## src/rtl/pic_pkg.sv

```systemverilog
// Shared definitions for the 8259-style PIC: decode FSM states,
// flag bit positions and read-select codes.
package pic_pkg;

   typedef enum logic [2:0] {
      UNINIT    = 3'd0,
      WAIT_ICW2 = 3'd1,
      WAIT_ICW3 = 3'd2,
      WAIT_ICW4 = 3'd3,
      READY     = 3'd4
   } pic_state_t;

   localparam int ICW1_BIT = 0;
   localparam int ICW2_BIT = 1;
   localparam int ICW3_BIT = 2;
   localparam int ICW4_BIT = 3;

   localparam int OCW1_BIT = 0;
   localparam int OCW2_BIT = 1;
   localparam int OCW3_BIT = 2;

   localparam logic [1:0] RC_ISR = 2'b11;

endpackage

```

## src/rtl/sync_rise.sv

```systemverilog
// Two-flop synchronizer for an asynchronous strobe plus a rising-edge
// detector on the synchronized level. All flops reset to 1 (strobe idle).
module sync_rise (
   input  logic clk,
   input  logic rst_n,
   input  logic din,
   output logic sync,
   output logic rise
);

   logic s1, s2, s3;

   always_ff @(posedge clk or negedge rst_n) begin
      if (!rst_n) begin
         s1 <= 1'b1;
         s2 <= 1'b1;
         s3 <= 1'b1;
      end else begin
         s1 <= din;
         s2 <= s1;
         s3 <= s2;
      end
   end

   assign sync = s2;
   assign rise = s2 & ~s3;

endmodule

```

## src/rtl/read_write_logic.sv

```systemverilog
// CPU bus interface of the PIC: samples writes on the synchronized WR_n
// rising edge, decodes ICW/OCW sequence, and muxes register readback.
module read_write_logic (
   input  logic       clk,
   input  logic       rst_n,
   input  logic       CS_n,
   input  logic       WR_n,
   input  logic       RD_n,
   input  logic       A0,
   input  logic [7:0] D_IN,
   input  logic [7:0] IRR,
   input  logic [7:0] ISR,
   input  logic [7:0] IMR,
   input  logic [1:0] Read_command,
   output logic [7:0] DATA_OUT,
   output logic [3:0] ICWs_Flags,
   output logic [2:0] OCWs_Flags,
   output logic [7:0] D_OUT,
   output logic       D_OE
);
   import pic_pkg::*;

   logic       wr_sync, wr_rise;
   logic       cap_cs_n, cap_a0;
   logic [7:0] cap_d;

   pic_state_t state, state_nxt;
   logic       sngl, ic4, sngl_nxt, ic4_nxt;
   logic [3:0] icw_nxt;
   logic [2:0] ocw_nxt;

   sync_rise u_wr_sync (
      .clk  (clk),
      .rst_n(rst_n),
      .din  (WR_n),
      .sync (wr_sync),
      .rise (wr_rise)
   );

   // Bus fields are sampled every cycle the strobe is low; the last sample wins.
   always_ff @(posedge clk or negedge rst_n) begin
      if (!rst_n) begin
         cap_cs_n <= 1'b0;
         cap_a0   <= 1'b0;
         cap_d    <= 8'h00;
      end else if (!wr_sync) begin
         cap_cs_n <= CS_n;
         cap_a0   <= A0;
         cap_d    <= D_IN;
      end
   end

   always_ff @(posedge clk or negedge rst_n) begin
      if (!rst_n) begin
         state      <= UNINIT;
         sngl       <= 1'b0;
         ic4        <= 1'b0;
         ICWs_Flags <= 4'h0;
         OCWs_Flags <= 3'h0;
         DATA_OUT   <= 8'h00;
      end else begin
         state      <= state_nxt;
         sngl       <= sngl_nxt;
         ic4        <= ic4_nxt;
         ICWs_Flags <= icw_nxt;
         OCWs_Flags <= ocw_nxt;
         if ((|icw_nxt) || (|ocw_nxt))
            DATA_OUT <= cap_d;
      end
   end

   always_comb begin
      state_nxt = state;
      sngl_nxt  = sngl;
      ic4_nxt   = ic4;
      icw_nxt   = 4'h0;
      ocw_nxt   = 3'h0;
      if (wr_rise && !cap_cs_n) begin
         // ICW1 restarts initialization from any state.
         if (!cap_a0 && cap_d[4]) begin
            icw_nxt[ICW1_BIT] = 1'b1;
            sngl_nxt          = cap_d[1];
            ic4_nxt           = cap_d[0];
            state_nxt         = WAIT_ICW2;
         end else begin
            case (state)
               WAIT_ICW2: if (cap_a0) begin
                  icw_nxt[ICW2_BIT] = 1'b1;
                  state_nxt = !sngl ? WAIT_ICW3 : (ic4 ? WAIT_ICW4 : READY);
               end
               WAIT_ICW3: if (cap_a0) begin
                  icw_nxt[ICW3_BIT] = 1'b1;
                  state_nxt = ic4 ? WAIT_ICW4 : READY;
               end
               WAIT_ICW4: if (cap_a0) begin
                  icw_nxt[ICW4_BIT] = 1'b1;
                  state_nxt = READY;
               end
               READY: begin
                  if (cap_a0)
                     ocw_nxt[OCW1_BIT] = 1'b1;
                  else if (!cap_d[3])
                     ocw_nxt[OCW2_BIT] = 1'b1;
                  else
                     ocw_nxt[OCW3_BIT] = 1'b1;
               end
               default: ;
            endcase
         end
      end
   end

   assign D_OE  = !CS_n && !RD_n;
   assign D_OUT = !D_OE ? 8'h00 :
                  A0    ? IMR   :
                  (Read_command == RC_ISR) ? ISR : IRR;

endmodule

```

## config.mk

```make
export PLATFORM = sky130hd
export DESIGN_NAME = read_write_logic
export DESIGN_NICKNAME = d
export VERILOG_FILES = /design/src/rtl/pic_pkg.sv /design/src/rtl/sync_rise.sv /design/src/rtl/read_write_logic.sv
export SDC_FILE = /design/constraint.sdc
export NUM_CORES = 1
export LEC_CHECK = 0
export ABC_AREA = 1
export BUFFER_PORTS_ARGS = -buffer_cell sky130_fd_sc_hd__buf_2
export CORE_MARGIN = 3
export CORE_UTILIZATION = 35
export CTS_BUF_LIST = sky130_fd_sc_hd__clkbuf_4 sky130_fd_sc_hd__clkbuf_8
export CTS_CLUSTER_SIZE = 25
export DETAILED_ROUTE_END_ITERATION = 10
export PLACE_DENSITY = 0.64
export SKIP_CTS_REPAIR_TIMING = 1
export SLEW_MARGIN = 15
export SYNTH_ARGS = -nofsm -noshare
export SYNTH_HDL_FRONTEND = slang
export SYNTH_HIERARCHICAL = 1
export SYNTH_SLANG_ARGS = --single-unit
```

## constraint.sdc

```tcl
create_clock -name clk -period 2.4 [get_ports clk]
set_input_delay 0.48 -clock clk [delete_from_list [all_inputs] [get_ports clk]]
set_output_delay 0.48 -clock clk [all_outputs]
set_load 0.05 [all_outputs]
```

## After elaboration in Yosys (flattened, before gate mapping)

Cells that the tools add are included.
Widths: inputs -> output; s select.

| word-level totals | value |
|---|---|
| register bits | 33 |
| input bits | 40 |
| word-level logic and storage cells | 58 |

| operators by class | value |
|---|---|
| equality and inequality tests | 8 |
| multiplexer cells | 23 |
| bitwise gates (word level) | 2 |
| reduce and logical (&&, ||, !) cells | 13 |

Operators by type and width:

| cell | number |
|---|---|
| $mux 3 | 10 |
| $mux 8 | 3 |
| $ne 3x3->1 const B | 3 |
| $pmux 3 s3 | 1 |
| $mux 1 | 7 |
| $eq 3x2->1 const B | 2 |
| $reduce_and 5->1 | 1 |
| $logic_not 1->1 | 4 |
| $mux 4 | 1 |
| $reduce_bool 4->1 | 1 |
| $reduce_or 4->1 | 1 |
| $eq 3x1->1 const B | 1 |
| $eq 3x3->1 const B | 1 |
| $logic_and 1x1->1 | 3 |
| $reduce_or 3->1 | 1 |
| $eq 2x2->1 const B | 1 |
| $mux 2 | 1 |
| $reduce_and 2->1 | 1 |
| $and 1x1->1 | 1 |
| $logic_or 1x1->1 | 1 |
| $not 1->1 | 1 |

## Logic depth before layout (Yosys ltp)

| depth | value |
|---|---|
| depth in word-level cells | 7 |
| gate-level depth with buffers | 10 |
| gate-level depth less buffers | 10 |

## Cells and area by module

Netlist, hierarchy kept.

Modules (own cells, without submodules):

| module | times used | cells each | area each (um2) | sequential area each (um2) |
|---|---|---|---|---|
| read_write_logic | 1 | 163 | 1481.4 | 750.7 |
| sync_rise | 1 | 5 | 88.8 | 78.8 |

## Least setup slack after synthesis

No wires, ideal clock.

| timing | value |
|---|---|
| path type | input to output |
| start point | input port RD_n |
| end point | output port D_OUT[0] |
| data arrival time | 1928 ps |
| slack | -8 ps |
| cell stages on the path | 3 |
| path through | nor2_1 -> o211ai_1 -> inv_1 |

| between the ends | value |
|---|---|
| word-level cells in the longest chain between the ends | 3 |

RTL lines:

| item | line | source |
|---|---|---|
| from (decl) | read_write_logic.sv:8 | `input logic RD_n,` |
| $logic_not 1->1 | read_write_logic.sv:113 | `assign D_OE = !CS_n && !RD_n;` |
| $logic_and 1x1->1 | read_write_logic.sv:113 |  |
| $mux 8 | read_write_logic.sv:114 | `assign D_OUT = !D_OE ? 8'h00 :` |
| to (decl) | read_write_logic.sv:18 | `output logic [7:0] D_OUT,` |

Every way passes these cells.

## Worst setup path after layout

| timing | value |
|---|---|
| start point | input port A0 |
| end point | output port D_OUT[2] |

| between the ends | value |
|---|---|
| word-level cells in the longest chain between the ends | 2 |

RTL lines:

| item | line | source |
|---|---|---|
| from (decl) | read_write_logic.sv:9 | `input logic A0,` |
| $mux 8 | read_write_logic.sv:115 | `A0 ? IMR :` |
| $mux 8 | read_write_logic.sv:114 |  |

Every way passes these cells.

==> results.md <==
* Run status: complete, no violations
* Startpoint-to-endpoint class of the critical path: in2out
* Count of unique library cells instantiated by Yosys at 21
* Clk_lat worst skew at 270 ps
* Cell occurring most often along the worst timing path: buf_2
* Setup crit end: D_OUT[2]
* Initial Utilization at 37.6%
* Data arrival, critical path at 1520 ps
* Core Region at 4170 µm²
* Clock Path Buffers at 2
* Area growth, synth to finish at 31.2%
* Total vias in the final route at 1345
* Count of final setup violators at 0
* Worst Slack Setup Final at 397 ps
* Combinational family with the most area after synthesis: simple AND/OR/NAND/NOR gates
* Average detailed-routed wire length per instance at 11.6 µm
* Maximum vdd drop at 0.304 mV
* Vertical die dimension at 73.0 µm
* Xor/xnor share of the synthesized area at 0%
* Width of the chip at 73.0 µm
* Largest net degree at the start of global routing at 34
* Critical path, cell by cell: buf_2 -> clkinv_1 -> nand3_1 -> o211ai_1 -> inv_1 -> buf_2
* Flip-flop and latch count after synthesis at 33
* Share of layout cells above drive strength 1 at 40.3%
* Max-cap viol count at 0
* Worst slack at placement at 403 ps
* Vias in the first global route at 1236
* Worst Skew at 6.54 ps
* Final clock period utilization by the worst path at 83.5%
* Number of buffers created by CTS at 5
* Data required, critical path at 1920 ps
* Total of warnings raised by yosys at 6
* Count of endpoints failing hold in the final timing report at 0
* Power Dens Cells at 962 nW/µm²
* Leakage power figure at 1.11 nW
* Routability congestion estimate at 0.813
* Clock edge transition at the registers on the reported setup and hold paths at 70 ps
* Gate count after technology mapping at 168
* Cell with the largest stage delay on the worst path: clkinv_1
* Most Crowded Layer GR: met2
* Setup TNS at 0 ps
* Iteration-0 DRC Markers at 40
* Highest net fanout along the worst path at 17
* Boundary pin count at 64
* Actual transition at the worst max-transition pin at 718 ps
* Complex-gate fraction of the synthesized area at 7.33%
* Maximum clock frequency at 499 MHz
* Fraction of synthesized area in multiplexers at 5.02%
* Number of vias per cell at 4.70
* Number of levels the H-tree was split into at 2
* Sequential cell area fraction in the yosys report at 52.8%
* Gr usage total at 13.0%
* Final critical path time including I/O delays and setup at 2000 ps
* Post-route non-filler standard cell count at 286
* Library cell used as clock root buffer: clkbuf_8
* Total iterations of the first detailed-routing run at 4
* Row count at 23
* Buffers added on ports at 63
* Count of cells along the worst register-to-register path at 8
* Antenna fix cells at 0
* Post-Syn Area per Cell at 9.35 µm²
* Wire length of the first global-routing pass at 5420 µm
* Critical path capture point type: primary output
* Number of remaining DRC errors at 0
* Final Max Tran Viols at 0
* Antenna Violating Nets Remaining at 0
* Area fraction in and, or, nand and nor cells after synthesis at 28.8%
* Global route overflow at 0
* Detailed Place HPWL at 2480 µm
* Final wirelength at 3330 µm
* Final Net Count at 275
* Netlist Area Pre-Place at 1570 µm²
* FF-to-FF End: DATA_OUT[7]
* Min-delay worst type: in2async
* Fraction of met3 tracks used by global routing at 3.31%
* Initial antenna violation count at 0
* Startpoint of the most critical setup path: A0
* Met2 routing resource usage after global routing at 21.3%
* Startpoint class of the critical path: input pin
* RR Startpoint: u_wr_sync/sync
* Dpl cells at 278
* Slack of the worst reg-to-reg path at 840 ps
* Unrepaired setup endpoints after global routing: false
* DIE AREA at 5330 µm²
* Commonest cells after routing, fill and taps aside: buf_2, nand2_1, dfrtp_1, nand3_1, inv_1
* Largest incremental delay on the critical path at 320 ps
* Synth Net Count at 208
* Adder-Cell Fraction of Synth Area at 0%
* Met1 track demand over resource at 16.6%
* Worst rel slew slack at 52.1%
* Commonest non-fill, non-tap cell in the layout: buf_2
* Clock tree from TritonCTS: done
* Sinks on Clock Net at 33
-- report_power, final --
group          switching (mW)  internal, mW  leakage (nW)  total [mW]
clock network           0.190         0.350        0.0619       0.539
logic                   0.483         0.190         0.643       0.673
registers              0.0853         0.683         0.406       0.769
-- critical path, delay by kind of cell --
kind	cells	cell delay, ps
compound gates	1	110
simple gates	1	220
buf+inv	4	720
-- flip-flops by register name (all words and copies together) (netlist names) --
| name | cells |
|---|---|
| u_wr_sync/sync | 1 |
| OCWs_Flags | 3 |
| cap_d | 8 |
| u_wr_sync/s1 | 1 |
| DATA_OUT | 8 |
| cap_a0 | 1 |
| ic4 | 1 |
| sngl | 1 |
| cap_cs_n | 1 |
| state | 3 |
| ICWs_Flags | 4 |
| u_wr_sync/s3 | 1 |
-- synth_stat cells (all sizes together) --
cell | number | share of area [%]
o31ai | 1 | 0.48
nand2 | 35 | 8.4
clkinv | 1 | 0.24
nor2 | 20 | 8.4
nand3 | 23 | 8.9
nand4 | 8 | 3.2
buf | 3 | 0.96
dfstp | 3 | 5.0
o21ai | 6 | 1.9
dfrtp | 30 | 48
mux2 | 7 | 5.0
o21a | 1 | 0.48
clkbuf | 1 | 0.24
inv | 19 | 4.5
a21oi | 2 | 0.64
o211ai | 8 | 3.8
-- layout make-up --
type / count / area (µm²)
multi-input combinational: 111 / 649
clock buffer: 7 / 90.1
sequential: 33 / 830
clock inverter: 1 / 30.0
tap: 50 / 62.6
timing repair buffer: 64 / 323
inverter: 20 / 75.1
fill: 391 / 2110
-- through the flow --
step | util (%) | hold slack, ps | power (mW) | instance area, µm²
finish | 49.4 | 257 | 1.98 | 2060
detailed placement | 46.5 | 351 | 1.46 | 1940
global placement | 46.5 | 346 | 1.45 | 1940
global route | 49.4 | 292 | 2.09 | 2060
floorplan | - | 184 | 1.27 | 1570
CTS | 49.4 | 271 | 2.00 | 2060
-- logic make-up after synthesis --
group	after synthesis
multiplexers	7
flip-flops	33
AND/OR/NAND/NOR	86
AO/OA/AOI/OAI	18
buffers and inverters	24
-- how the worst min path moves through the flow --
stage                  from             end  slack (ps)
6_report              rst_n   ICWs_Flags[0]         260
5_1_grt                WR_n    u_wr_sync/s1         290
4_1_cts               rst_n   ICWs_Flags[0]         270
3_5_place_dp   u_wr_sync/s1  u_wr_sync/sync         350
3_3_place_gp   u_wr_sync/s1  u_wr_sync/sync         350
2_1_floorplan         rst_n     DATA_OUT[0]         180
-- routing by layer --
metal	routed length, µm	vias to the layer above
li1	-	695
met1	1500	602
met2	1570	46
met3	231	2
met4	24	0
met5	0	-
Note: power is estimated with default switching activity, not from simulation.
